--- src/rtl/q_8_10_multi_pkg.sv ---
// Shared types and transition table for the multi-channel x/y controller.
// Optional dwell counters are enabled with the DWELL_CNT_EN macro.
package q_8_10_multi_pkg;

    typedef enum logic [1:0] {
        S_0 = 2'd0,
        S_1 = 2'd1,
        S_2 = 2'd2,
        S_3 = 2'd3
    } state_t;

    function automatic state_t next_state_f(
        input state_t s,
        input logic   x,
        input logic   y
    );
        state_t n;
        n = S_0;
        case (s)
            S_0: n = x ? S_1 : S_0;
            S_1: n = y ? S_3 : S_2;
            S_2: begin
                if (x && y)
                    n = S_3;
                else if (x)
                    n = S_2;
                else
                    n = S_0;
            end
            S_3: begin
                if (!x && y)
                    n = S_3;
                else if (!x)
                    n = S_2;
                else
                    n = S_0;
            end
            default: n = S_0;
        endcase
        return n;
    endfunction

endpackage

--- src/rtl/q_8_10_multi_chan.sv ---
// One controller channel: state, S_3 entry pulse, optional dwell counter.
// Dwell counter is built only when DWELL_CNT_EN is defined.
module q_8_10_chan
    import q_8_10_multi_pkg::*;
#(
    parameter int CNT_W = 8
) (
    input  logic             clk,
    input  logic             rst,
    input  logic             en,
    input  logic             clr,
    input  logic             x,
    input  logic             y,
    output state_t           state,
    output logic             hit,
    output logic [CNT_W-1:0] dwell
);

    state_t r_state;
    logic   r_hit;
    state_t w_next;

    assign w_next = next_state_f(r_state, x, y);

    always_ff @(posedge clk) begin
        if (rst) begin
            r_state <= S_0;
            r_hit   <= 1'b0;
        end else if (clr) begin
            r_state <= S_0;
            r_hit   <= 1'b0;
        end else if (en) begin
            r_state <= w_next;
            r_hit   <= (w_next == S_3) && (r_state != S_3);
        end else begin
            r_hit   <= 1'b0;
        end
    end

    assign state = r_state;
    assign hit   = r_hit;

`ifdef DWELL_CNT_EN
    localparam logic [CNT_W-1:0] ONE = CNT_W'(1);

    logic [CNT_W-1:0] r_dwell;
    logic             w_chg;
    logic             w_sat;

    // self-loops keep counting; only a real state change restarts
    assign w_chg = en && (w_next != r_state);
    assign w_sat = &r_dwell;

    always_ff @(posedge clk) begin
        if (rst || clr || w_chg)
            r_dwell <= '0;
        else if (!w_sat)
            r_dwell <= r_dwell + ONE;
    end

    assign dwell = r_dwell;
`else
    assign dwell = '0;
`endif

endmodule

--- src/rtl/q_8_10_multi.sv ---
// CHANNELS independent x/y controllers sharing clock and reset.
// Dwell counters are present only when DWELL_CNT_EN is defined.
module q_8_10_multi
    import q_8_10_multi_pkg::*;
#(
    parameter int CHANNELS = 4,
    parameter int CNT_W    = 8
) (
    input  logic                      clk,
    input  logic                      rst,
    input  logic [CHANNELS-1:0]       en,
    input  logic [CHANNELS-1:0]       clr,
    input  logic [CHANNELS-1:0]       x,
    input  logic [CHANNELS-1:0]       y,
    output state_t [CHANNELS-1:0]     state,
    output logic [CHANNELS-1:0]       hit,
    output logic [CHANNELS*CNT_W-1:0] dwell,
    output logic                      any_s3
);

    for (genvar g = 0; g < CHANNELS; g++) begin : g_ch
        q_8_10_chan #(
            .CNT_W (CNT_W)
        ) u_chan (
            .clk   (clk),
            .rst   (rst),
            .en    (en[g]),
            .clr   (clr[g]),
            .x     (x[g]),
            .y     (y[g]),
            .state (state[g]),
            .hit   (hit[g]),
            .dwell (dwell[g*CNT_W +: CNT_W])
        );
    end

    always_comb begin
        any_s3 = 1'b0;
        for (int i = 0; i < CHANNELS; i++)
            any_s3 = any_s3 | (state[i] == S_3);
    end

endmodule

--- config.mk ---
export PLATFORM = sky130hd
export DESIGN_NAME = q_8_10_multi
export DESIGN_NICKNAME = d
export VERILOG_FILES = /design/src/rtl/q_8_10_multi_pkg.sv /design/src/rtl/q_8_10_multi_chan.sv /design/src/rtl/q_8_10_multi.sv
export SDC_FILE = /design/constraint.sdc
export NUM_CORES = 1
export LEC_CHECK = 0
export ABC_AREA = 1
export CAP_MARGIN = 10
export CORE_AREA = 3 3 54 56
export CTS_BUF_LIST = sky130_fd_sc_hd__clkbuf_2
export DETAILED_ROUTE_END_ITERATION = 12
export DIE_AREA = 0 0 57 59
export GPL_TIMING_DRIVEN = 0
export PLACE_DENSITY = 0.79
export SLEW_MARGIN = 40
export SYNTH_ARGS = -nofsm -noshare
export SYNTH_HDL_FRONTEND = slang
export SYNTH_SLANG_ARGS = --single-unit
--- constraint.sdc ---
create_clock -name clk -period 1.2 [get_ports clk]
set_clock_uncertainty 0.2 [all_clocks]
set_input_delay 0.18 -clock clk [delete_from_list [all_inputs] [get_ports clk]]
set_output_delay 0.18 -clock clk [all_outputs]
set_load 0.05 [all_outputs]
-- Yosys cells after proc, flatten, opt, wreduce, memory -nomap -nowiden
Index checks and enable logic that the tools add are counted.
- equality and inequality tests: 20
- multiplexer cells: 28
- bitwise logic cells: 7
- reduce and logical (&&, ||, !) cells: 28
- operators by type and width (cell ; number):
    $mux W2 ; 16
    $pmux W2 S4 ; 4
    $eq A2 B2 Y1 const B ; 12
    $logic_and A1 B1 Y1 ; 12
    $reduce_or A3 Y1 ; 4
    $eq A2 B1 Y1 const B ; 4
    $logic_not A2 Y1 ; 4
    $mux W1 ; 8
    $ne A2 B2 Y1 const B ; 4
    $reduce_or A2 Y1 ; 4
    $logic_not A1 Y1 ; 4
    $not A1 Y1 ; 4
    $or A1 B1 Y1 ; 3
- flip-flop bits (word level): 12
- output and inout bits: 45
- word-level logic and storage cells: 91

-- Longest topological paths before layout
- depth in word-level cells: 6
- mapped depth: 6
- depth with buffers taken out: 6

-- Hierarchy
A second synthesis with hierarchy kept.
- cell total of the unflattened synthesis: 157
- area, all modules: 969.7 um^2
- by module, submodules not included (module ; instances ; cells an instance ; area each (um^2) ; seq. area each (um^2)):
    q_8_10_chan ; 4 ; 37 ; 234.0 ; 60.1
    q_8_10_multi ; 1 ; 9 ; 33.8 ; 0.0

-- Worst setup path after synthesis
No wires, ideal clock.
- path kind: register -> output
- from: register g_ch[3].u_chan.r_state[1]
- to: output port any_s3
- arrival time: 1273 ps
- data required time: 820 ps
- setup slack: -453 ps
- stages on the path, launching flop included: 3
- buffers on the path: 0
- cell sequence: dfxtp_1 > nand2_1 > nand4_1
- longest elaborated chain between the ends: 2
- RTL lines (element ; line ; text):
    from (decl) ; q_8_10_multi_chan.sv:19 ; state_t r_state;
    from (signal assigned) ; q_8_10_multi_chan.sv:33 ; r_state <= w_next;
    $eq A2 B2 Y1 ; q_8_10_multi.sv:40 ; any_s3 = any_s3 | (state[i] == S_3);
    $or A1 B1 Y1 ; q_8_10_multi.sv:40 ;
    to (decl) ; q_8_10_multi.sv:18 ; output logic any_s3
No other way between the ends.

-- Worst setup path after layout
- from: register g_ch[2].u_chan.r_state[0]
- to: output port any_s3
- longest elaborated chain between the ends: 3
- RTL lines (element ; line):
    from (decl) ; q_8_10_multi_chan.sv:19
    from (signal assigned) ; q_8_10_multi_chan.sv:33
    $eq A2 B2 Y1 ; q_8_10_multi.sv:40
    $or A1 B1 Y1 (2 in a row) ; q_8_10_multi.sv:40
No other way between the ends.

==> results.md <==
* Status: finished with violations
* Failing checks: setup timing
* Area leader, netlist: buf_4
* Max FO, Critical Path at 2
* Hold Path Class: in -> reg
* R2r setup slk at -0.05 ns
* Flop and latch count out of synthesis at 12
* Layout fillers at 208
* P per Cell Area at 721 nW/µm²
* Post-detailed-route count of antenna-violating nets at 0
* CP startpoint kind: flip-flop
* H-tree depth at 1
* Cts-stage hold buffer count at 0
* Worst-case clock buffer depth at 2
* Layout cell share with drive strength beyond 1 at 0.529
* Final setup viols at 14
* CP bufs+invs at 1
* FMAX at 733 MHz
* Root buf cell: clkbuf_2
* Global-route wire length before repair at 3.27 mm
* TritonCTS buffer count at 3
* Compound-Gate Fraction of Synth Area at 0.112
* Worst setup margin at -0.164 ns
* Rows at 18
* Post-synth top cells: buf_4 (36), nand2_1 (17), dfxtp_1 (12), nor2_1 (12)
* Layout Nets at 224
* Core Util, Final at 0.677
* Clk_lat worst skew at roughly 0.26 ns
* Core region area at 2480 µm²
* Number of enable flip-flop cells after synthesis at 0
* Combinational share of power at 0.499
* Maximum vdd ir drop at 520 µV
* Die area at 3360 µm²
* Largest net degree at the start of global routing at 7
* Critical path's top delay family: flip-flops
* Final setup TNS at -0.891 ns
* CTS tree: built
* Vias per cell at a little over 4
* Hold Fails Final Rpt at 0
* Slowest Stage Delay on Critical Path at 0.37 ns
* Cells after synthesis at between 100 and 150
* Post-Synth XOR/XNOR Area at 0
* Via count at 965
* Main combinational cell family by area after synthesis: buffers and inverters
* PortBufs at 30
* Syn Std Cell Area at around 870 µm²
* MaxCap Viol Count at 0
* Num ports at 63
* Max-slew violation count at 0
* Fin crit period at 1.36 ns
* Sequential area share after synthesis at 0.276
* Clock-pin slew on the worst setup and hold paths at ~0.11 ns
* CP max stage cell: dfxtp_4
* Synth cell types at 14
* Initial Util at 0.351
* Most numerous cell in the Yosys netlist: buf_4
* Vias in the first global route at 813
* Post-place setup slack at -0.511 ns
* Leak at 0.849 nW
* Synth Area per Inst at 7.01 µm²
* Internal at 0.689 mW
* Synth Flop Type: dfxtp_1
* Initial antenna violation count at 0
* Ys async rst share at 0
* Die Width at 57 µm
* DRC Markers at 0
* Final period utilization at 1.14
* Drt wl/cell at approximately 11 µm
* Worst-path cell chain: nand2_2 > nand4_1 > buf_6
* CP Capture Type: primary output
* RSZ-0062 raised after global routing: yes
* Crit path DAT at around 1 ns
* Tot GR Track Use at 0.123
* Area contributors post-synth: buf_4 (31%), dfxtp_1 (28%), nand2_1 (7.3%), nand3_1 (5.8%), nor2_1 (5.2%)
* Antenna diodes at 0
* DR pass1 iterations at 4
* Clock share of power at 0.161
* Setup CP Type: reg -> out
* Synthesis Warnings at 0
* Multiplexer share of the synthesized area at 0
* Post-Synth Adder-Cell Area at 0
* Hold_ws at 0.300 ns
* Design area at between 1500 and 2000 µm²
* Required @ worst endpoint at 0.82 ns
* Area share of the largest cell type after synthesis at 0.311
* Die height at 59 µm
* Hpwl dp at roughly 1.7 mm
* Iteration-0 DRC Markers at 33
* P_sw at about 0.52 mW
* Grt total ovfl at 0
* DRT Wirelength at 2.59 mm
* Routability Congestion at a little under 0.8
* Post-Synth Simple-Gate Area at 0.253
* Total clock sinks at 12
* Flop pwr share at 0.340
* Placed inst area at about 1400 µm²
* Area grow syn2layout at 92.9%
* Switching share of power at 0.431
==> per-layer routing <==
layer | track usage | vias to the layer above | part of all wire
li1 | - | 492 | -
met1 | 0.124 | 431 | 0.34
met2 | 0.235 | 40 | 0.58
met3 | 0.0218 | 2 | 0.070
met4 | 0.0762 | 0 | 0.0097
met5 | 0 | - | 0
==> through the flow <==
step,instances,total power [mW]
after global placement,215,0.920
after CTS,223,1.14
after global routing,234,1.28
final,234,1.21
after detailed placement,215,0.926
after floorplan,155,0.822
==> power by group through the flow <==
stage | logic, mW | clock network, mW | registers [mW]
6_report | 0.603 | 0.195 | 0.411
3_5_place_dp | 0.499 | 0 | 0.427
2_1_floorplan | 0.359 | 0 | 0.462
4_1_cts | 0.522 | 0.201 | 0.414
3_3_place_gp | 0.495 | 0 | 0.425
5_1_grt | 0.633 | 0.230 | 0.413
==> logic make-up after synthesis <==
group | count (synthesis)
other cells | 1
flops | 12
simple gates | 47
compound gates | 18
buf+inv | 46
==> layout make-up <==
cell class | count | area [µm²] | share of cell area
Tap cell | 30 | 37.5 | 0.0224
Buffer | 32 | 240 | 0.143
Sequential cell | 12 | 273 | 0.163
Inverter | 10 | 40.0 | 0.0239
Timing Repair Buffer | 50 | 542 | 0.323
Multi-Input combinational cell | 97 | 531 | 0.316
Clock buffer | 3 | 15.0 | 0.00895
==> worst register-to-register path, cell delays in order (launching register included) <==
cell     delay [ns]
dfxtp_4        0.37
buf_4          0.12
buf_6          0.11
nand2_4        0.05
nand3_1        0.10
nand3_1        0.10
nand2_1        0.08
inv_1          0.03
==> flip-flops by register name, summed over array words and instances (netlist names) <==
| name | count |
|---|---|
| g_ch.u_chan.state | 8 |
| g_ch.u_chan.hit | 4 |
==> path summary, 6_finish.rpt <==
| kind | start | endpoint | cells past startpoint |
|---|---|---|---|
| min reg2reg | g_ch[2].u_chan.state[1] | g_ch[2].u_chan.hit | 3 |
| max | g_ch[2].u_chan.state[0] | any_s3 | 3 |
| max reg2reg | g_ch[1].u_chan.state[1] | g_ch[1].u_chan.state[0] | 7 |
| min | y[2] | g_ch[2].u_chan.hit | 3 |
==> timing repair <==
item	CTS	global route
pin swaps	3	9
gates resized for setup	93	52
buffers inserted	9	11
endpoints found under the setup margin	13	17
==> cell usage in the layout, fill, tap and decap left out, types with 4 or more instances in the layout <==
cell type,instances
inv_1,9
a21oi_2,4
buf_6,15
buf_8,9
nand3_1,6
nand3_2,7
nor2_1,8
buf_4,41
nand2_2,10
a21oi_1,4
clkdlybuf4s50_1,17
dfxtp_4,8
conb_1,32
nand2_1,9
No activity file was read; power rests on OpenSTA's default activity.
